<file path="config.mk">
export PLATFORM = sky130hd
export DESIGN_NAME = pixel_sensor_controller
export DESIGN_NICKNAME = d
export VERILOG_FILES = /design/src/rtl/pixel_sensor_controller_pkg.sv /design/src/rtl/pixel_sensor_controller_latch.sv /design/src/rtl/pixel_sensor_controller.sv
export SDC_FILE = /design/constraint.sdc
export NUM_CORES = 1
export LEC_CHECK = 0
export ABC_AREA = 1
export CAP_MARGIN = 20
export CELL_PAD_IN_SITES_DETAIL_PLACEMENT = 1
export CELL_PAD_IN_SITES_GLOBAL_PLACEMENT = 2
export CORE_UTILIZATION = 34
export DETAILED_ROUTE_END_ITERATION = 12
export GPL_TIMING_DRIVEN = 0
export PLACE_DENSITY = 0.8
export SKIP_LAST_GASP = 1
export SLEW_MARGIN = 20
export SYNTH_ARGS = -nofsm -noshare
export SYNTH_HDL_FRONTEND = slang
export SYNTH_SLANG_ARGS = --single-unit
</file>
<file path="constraint.sdc">
create_clock -name clk -period 1.7 [get_ports clk]
set_input_delay 0.425 -clock clk [delete_from_list [all_inputs] [get_ports clk]]
set_output_delay 0.425 -clock clk [all_outputs]
set_load 0.1 [all_outputs]
</file>
<file path="src/rtl/pixel_sensor_controller_pkg.sv">
// Shared configuration for the pixel sensor controller: default sizes, FSM state type
// and a helper for index widths that must stay at least one bit wide.
package pixel_sensor_controller_pkg;

    localparam int DEFAULT_PIXEL_BITS    = 8;
    localparam int DEFAULT_NUM_PIXELS    = 4;
    localparam int DEFAULT_ERASE_CYCLES  = 4;
    localparam int DEFAULT_EXPOSE_CYCLES = 255;

    typedef enum logic [2:0] {
        IDLE,
        ERASE,
        EXPOSE,
        CONVERT,
        READOUT
    } ctrl_state_t;

    function automatic int index_width(input int count);
        return (count > 1) ? $clog2(count) : 1;
    endfunction

endpackage

</file>
<file path="src/rtl/pixel_sensor_controller_latch.sv">
// Per-pixel code capture: the first qualifying comparator trip stores the current ramp slot,
// and a pixel that never trips is forced to full scale when conversion ends.
module pixel_code_latch
    import pixel_sensor_controller_pkg::*;
#(
    parameter int PIXEL_BITS = DEFAULT_PIXEL_BITS
) (
    input  logic                  clk,
    input  logic                  reset,
    input  logic                  clear,
    input  logic                  sample,
    input  logic                  saturate,
    input  logic                  cmp,
    input  logic [PIXEL_BITS-1:0] slot,
    output logic [PIXEL_BITS-1:0] code,
    output logic                  latched
);

    // A trip in the final sample wins over saturation, which only fills pixels still unlatched.
    always_ff @(posedge clk or negedge reset) begin
        if (!reset) begin
            code    <= '0;
            latched <= 1'b0;
        end else if (clear) begin
            code    <= '0;
            latched <= 1'b0;
        end else if (sample && cmp && !latched) begin
            code    <= slot;
            latched <= 1'b1;
        end else if (saturate && !latched) begin
            code    <= '1;
            latched <= 1'b1;
        end
    end

endmodule

</file>
<file path="src/rtl/pixel_sensor_controller.sv">
// Sequences erase, expose and single-slope conversion for a bank of pixels, then streams
// the captured codes out one pixel per valid/ready transfer.
module pixel_sensor_controller
    import pixel_sensor_controller_pkg::*;
#(
    parameter  int PIXEL_BITS    = DEFAULT_PIXEL_BITS,
    parameter  int NUM_PIXELS    = DEFAULT_NUM_PIXELS,
    parameter  int ERASE_CYCLES  = DEFAULT_ERASE_CYCLES,
    parameter  int EXPOSE_CYCLES = DEFAULT_EXPOSE_CYCLES,
    localparam int IDX_W         = index_width(NUM_PIXELS)
) (
    input  logic                  clk,
    input  logic                  reset,
    input  logic                  start,
    input  logic [NUM_PIXELS-1:0] cmp,
    output logic                  erase,
    output logic                  expose,
    output logic                  ramp,
    output logic                  busy,
    output logic [PIXEL_BITS-1:0] data,
    output logic [IDX_W-1:0]      pix_index,
    output logic                  data_valid,
    input  logic                  data_ready,
    output logic                  frame_done
);

    localparam int PHASE_MAX = (ERASE_CYCLES > EXPOSE_CYCLES) ? ERASE_CYCLES : EXPOSE_CYCLES;
    localparam int PHASE_W   = $clog2(PHASE_MAX + 1);
    localparam logic [PIXEL_BITS-1:0] LAST_SLOT = '1;

    ctrl_state_t           state;
    logic [PHASE_W-1:0]    phase_cnt;
    logic [PIXEL_BITS-1:0] slot;
    logic [PIXEL_BITS-1:0] codes [NUM_PIXELS];
    logic [NUM_PIXELS-1:0] latched;

    logic start_frame;
    logic sample;
    logic saturate;
    logic all_tripped;
    logic transfer;
    logic last_pixel;

    // The frame_done cycle is already IDLE, so start is masked there to avoid an instant restart.
    assign start_frame = (state == IDLE) && start && !frame_done;
    assign sample      = (state == CONVERT) && !ramp;
    assign saturate    = sample && (slot == LAST_SLOT);
    assign all_tripped = &(latched | cmp);
    assign transfer    = data_valid && data_ready;
    assign last_pixel  = (pix_index == IDX_W'(NUM_PIXELS - 1));
    assign data        = data_valid ? codes[pix_index] : '0;

    for (genvar i = 0; i < NUM_PIXELS; i++) begin : g_pixel
        pixel_code_latch #(
            .PIXEL_BITS (PIXEL_BITS)
        ) u_latch (
            .clk      (clk),
            .reset    (reset),
            .clear    (start_frame),
            .sample   (sample),
            .saturate (saturate),
            .cmp      (cmp[i]),
            .slot     (slot),
            .code     (codes[i]),
            .latched  (latched[i])
        );
    end

    // Outputs are registered alongside the state so they change exactly on state boundaries.
    always_ff @(posedge clk or negedge reset) begin
        if (!reset) begin
            state      <= IDLE;
            phase_cnt  <= '0;
            slot       <= '0;
            pix_index  <= '0;
            erase      <= 1'b0;
            expose     <= 1'b0;
            ramp       <= 1'b0;
            busy       <= 1'b0;
            data_valid <= 1'b0;
            frame_done <= 1'b0;
        end else begin
            frame_done <= 1'b0;
            case (state)
                IDLE: begin
                    if (start_frame) begin
                        state     <= ERASE;
                        erase     <= 1'b1;
                        busy      <= 1'b1;
                        phase_cnt <= '0;
                    end
                end
                ERASE: begin
                    if (phase_cnt == PHASE_W'(ERASE_CYCLES - 1)) begin
                        state     <= EXPOSE;
                        erase     <= 1'b0;
                        expose    <= 1'b1;
                        phase_cnt <= '0;
                    end else begin
                        phase_cnt <= phase_cnt + 1'b1;
                    end
                end
                EXPOSE: begin
                    if (phase_cnt == PHASE_W'(EXPOSE_CYCLES - 1)) begin
                        state  <= CONVERT;
                        expose <= 1'b0;
                        ramp   <= 1'b1;
                        slot   <= '0;
                    end else begin
                        phase_cnt <= phase_cnt + 1'b1;
                    end
                end
                CONVERT: begin
                    // ramp high marks the A half of a slot; the B half samples and decides.
                    if (ramp) begin
                        ramp <= 1'b0;
                    end else if (all_tripped || (slot == LAST_SLOT)) begin
                        state      <= READOUT;
                        data_valid <= 1'b1;
                        pix_index  <= '0;
                    end else begin
                        slot <= slot + 1'b1;
                        ramp <= 1'b1;
                    end
                end
                READOUT: begin
                    if (transfer) begin
                        if (last_pixel) begin
                            state      <= IDLE;
                            data_valid <= 1'b0;
                            busy       <= 1'b0;
                            frame_done <= 1'b1;
                            pix_index  <= '0;
                        end else begin
                            pix_index <= pix_index + 1'b1;
                        end
                    end
                end
                default: begin
                    state <= IDLE;
                end
            endcase
        end
    end

endmodule

</file>
==> results.sh <==
export IMPL_nNetsFinal=579
export IMPL_syn_area_per_cell_um2=7.24
export IMPL_drv_slew=0
export IMPL_criticalPathCategory="flip-flop to primary output"
export IMPL_grt_pass1_wl_um=18500
export IMPL_synth_most_common_cell="nand2_1"
export IMPL_synth_warnings=0
export IMPL_core_region_area_um2=10300
export IMPL_layout_area_overhead_vs_synth_pct=36.7
export IMPL_clk_pin_slew_ns=0.07
export IMPL_syn_area_um2=3630
export IMPL_max_slew_worst_pin_slew_ns=0.947
export IMPL_rsz0062_at_grt="true"
export IMPL_grt_use_total_pct=21.7
export IMPL_placedCellCount=661
export IMPL_hold_viol=0
export IMPL_clock_sinks=63
export IMPL_dieHeight_um=105
export IMPL_synth_top_cell_area_share_pct=43.4
export IMPL_worstRegToRegCells=10
export IMPL_setup_viol=9
export IMPL_max_slew_margin_pct=37.1
export IMPL_max_stage_delay_ns=0.44
export IMPL_synth_top_area_cell="dfrtp_1"
export IMPL_grt_overflow=0
export IMPL_fin_total_pwr_mw=9.18
export IMPL_fin_ws_ns=-0.484
export IMPL_power_density_nw_per_um2=1850
export IMPL_wl_per_cell_um=16.4
export IMPL_core_rowCount=37
export IMPL_crit_fanout=10
export IMPL_cts_buffer_depth=2
export IMPL_detailroute_via_count=3519
export IMPL_synth_ff_type="dfrtp_1"
export IMPL_synth_seq_cells=63
export IMPL_required_ns=1.27
export IMPL_status="complete, but fails checks"
export IMPL_hold_path_class="flip-flop to flip-flop"
export IMPL_synth_seq_area_share_pct=43.4
export IMPL_crit_chain="buf_12, clkinvlp_4, nor2_1, o21ai_2, a21oi_4, buf_12"
export IMPL_layout_drive_gt1_share_pct=27.1
export IMPL_first_iter_violations=125
export IMPL_p_leak_nw=2.45
export IMPL_cts_tree="built"
export IMPL_antenna_found_initial=0
export IMPL_ys_async_sr_fraction_pct=100
export IMPL_fillerInstances=1267
export IMPL_cts_buffers=9
export IMPL_maxCapViolCount=0
export IMPL_cp_arrival_ns=1.76
export IMPL_route_detailed_drc=0
export IMPL_cp_common_cell="buf_12"
export IMPL_synth_common_cells="nand2_1, nor2_1, dfrtp_1"
export IMPL_syn_num_nets=514
export IMPL_grt_pass1_vias=3508
export IMPL_synthCells=501
export IMPL_failed_checks="negative setup slack"
export IMPL_path_buf_inv=3
export IMPL_start_kind="flip-flop"
export IMPL_via_per_inst=4.98
export IMPL_grt_max_degree=42
export IMPL_dieWidth_um=105
export IMPL_min_path_cells=2
export IMPL_insertion_delay_ns=0.35
export IMPL_crit_slowest_cell="dfrtp_4"
export IMPL_portBuffers=23
export IMPL_fmax_mhz=458
export IMPL_start_util_pct=35.2
export IMPL_diodes=0
export IMPL_fin_tns_setup_ns=-4.04
export IMPL_stdcell_count=707
export IMPL_fp_dieArea_um2=11100
export IMPL_cp_end_kind="primary output"
export IMPL_place_gp_congestion=0.797
export IMPL_ys_types=31
export IMPL_ir_drop_mv=0.853
export IMPL_finalCritPeriodShare_pct=128
export IMPL_cts_root_buf="clkbuf_8"
export IMPL_skew_ns=0.0109
export IMPL_critical_path_depth=6
export IMPL_routed_wl_um=11600
export IMPL_ant_nets=0
export IMPL_place_detailed_hpwl_um=7960
export IMPL_period_needed_ns=2.18
export IMPL_drtPass1Iterations=4
export IMPL_critical_path_top_delay_family="buffers and inverters"
export IMPL_synth_edff_count=0
export IMPL_synth_area_top_cells="dfrtp_1, nand2_1, nor2_1, o21ai_0, nand3_1"
export IMPL_htreeDepth=3
export IMPL_io_pins=24
[state kept, by name, summed over array words and instances (netlist names), 2 cells and up]
signal	count
g_pixel.u_latch.latched	4
state	3
g_pixel.u_latch.code	32
slot	8
phase_cnt	8
pix_index	2
[final cells by class]
| cell class | count | area, µm² | area share (%) |
|---|---|---|---|
| clock buffers | 12 | 145 | 2.93 |
| repair buffers | 49 | 528 | 10.6 |
| plain buffers | 14 | 169 | 3.40 |
| well taps | 136 | 170 | 3.43 |
| flip-flops and latches | 63 | 1600 | 32.3 |
| multi-input cells | 394 | 2140 | 43.1 |
| inverters | 35 | 164 | 3.30 |
| clock inverters | 4 | 45.0 | 0.908 |
[tightest hold or removal path: cells and delay by family (launching register included)]
family / cells / cell delay (ns)
AND/OR/NAND/NOR: 2 / 0.10
flip-flops: 1 / 0.35
[what timing repair did]
action	4_1_cts	5_1_grt
gates resized for setup	129	51
gates cloned	2	4
hold buffers	1	0
buffers inserted	5	18
endpoints found under the setup margin	68	64
hold endpoints to repair	22	0
pin swaps	3	7
[worst paths after layout]
kind,from,to,slack [ns]
min,g_pixel[1].u_latch.code[2],g_pixel[1].u_latch.code[2],0.47
min reg2reg,g_pixel[1].u_latch.code[2],g_pixel[1].u_latch.code[2],0.47
max reg2reg,slot[2],g_pixel[1].u_latch.code[6],0.06
max in group asynchronous,reset,slot[3],0.62
min in group asynchronous,reset,g_pixel[3].u_latch.code[3],0.53
max,pix_index[1],data[1],-0.48
[cells by family after synthesis]
kind of cell / count (synthesis) / synth area share (%)
AOI/OAI and AO/OA: 70 / 10.5
xor gates and xnor gates: 4 / 0.965
adders and majority gates: 5 / 1.72
buffers and inverters: 49 / 6.27
DFF: 63 / 43.4
and+or+nand+nor: 310 / 37.1
[where the power goes]
group	leakage (nW)	switching (mW)	total, mW	internal [mW]
logic	1.57	3.56	5.31	1.75
clock network	0.100	0.607	1.32	0.712
registers	0.782	0.459	2.54	2.09
total	2.45	4.63	9.18	4.55
[metrics by stage]
step           utilization [%]  instance area [µm²]  setup WS (ns)  hold slack [ns]
2_1_floorplan                -                 3820         -0.433            0.129
3_3_place_gp              40.9                 4220          -2.53            0.449
3_5_place_dp              41.1                 4250          -1.06            0.345
4_1_cts                   45.1                 4660         -0.489            0.473
5_1_grt                   48.1                 4960         -0.587            0.503
6_report                  48.1                 4960         -0.484            0.475
[metal layers]
metal | up-vias | global-route usage (%) | routed length, µm
met4 | 0 | 7.34 | 140
met5 | - | 0 | 0
met1 | 1705 | 29.9 | 5510
met2 | 50 | 35.5 | 5480
met3 | 12 | 2.47 | 453
li1 | 1752 | - | -
[layout by cell type, fill, tap and decap left out, types with 7 or more instances in the layout]
cell and instances:
nand2_1 141, nor2_1 94, dfrtp_1 50, nand3_1 29, inv_1 25, buf_4 24
o21ai_0 23, buf_12 11, o21ai_2 10, nor2_2 10, clkbuf_8 10, dfrtp_2 10
nand3_4 9, buf_2 9, a21oi_4 8, a21oi_1 8, o21ai_1 7, nand2_2 7
(Power assumes the default switching activity.)
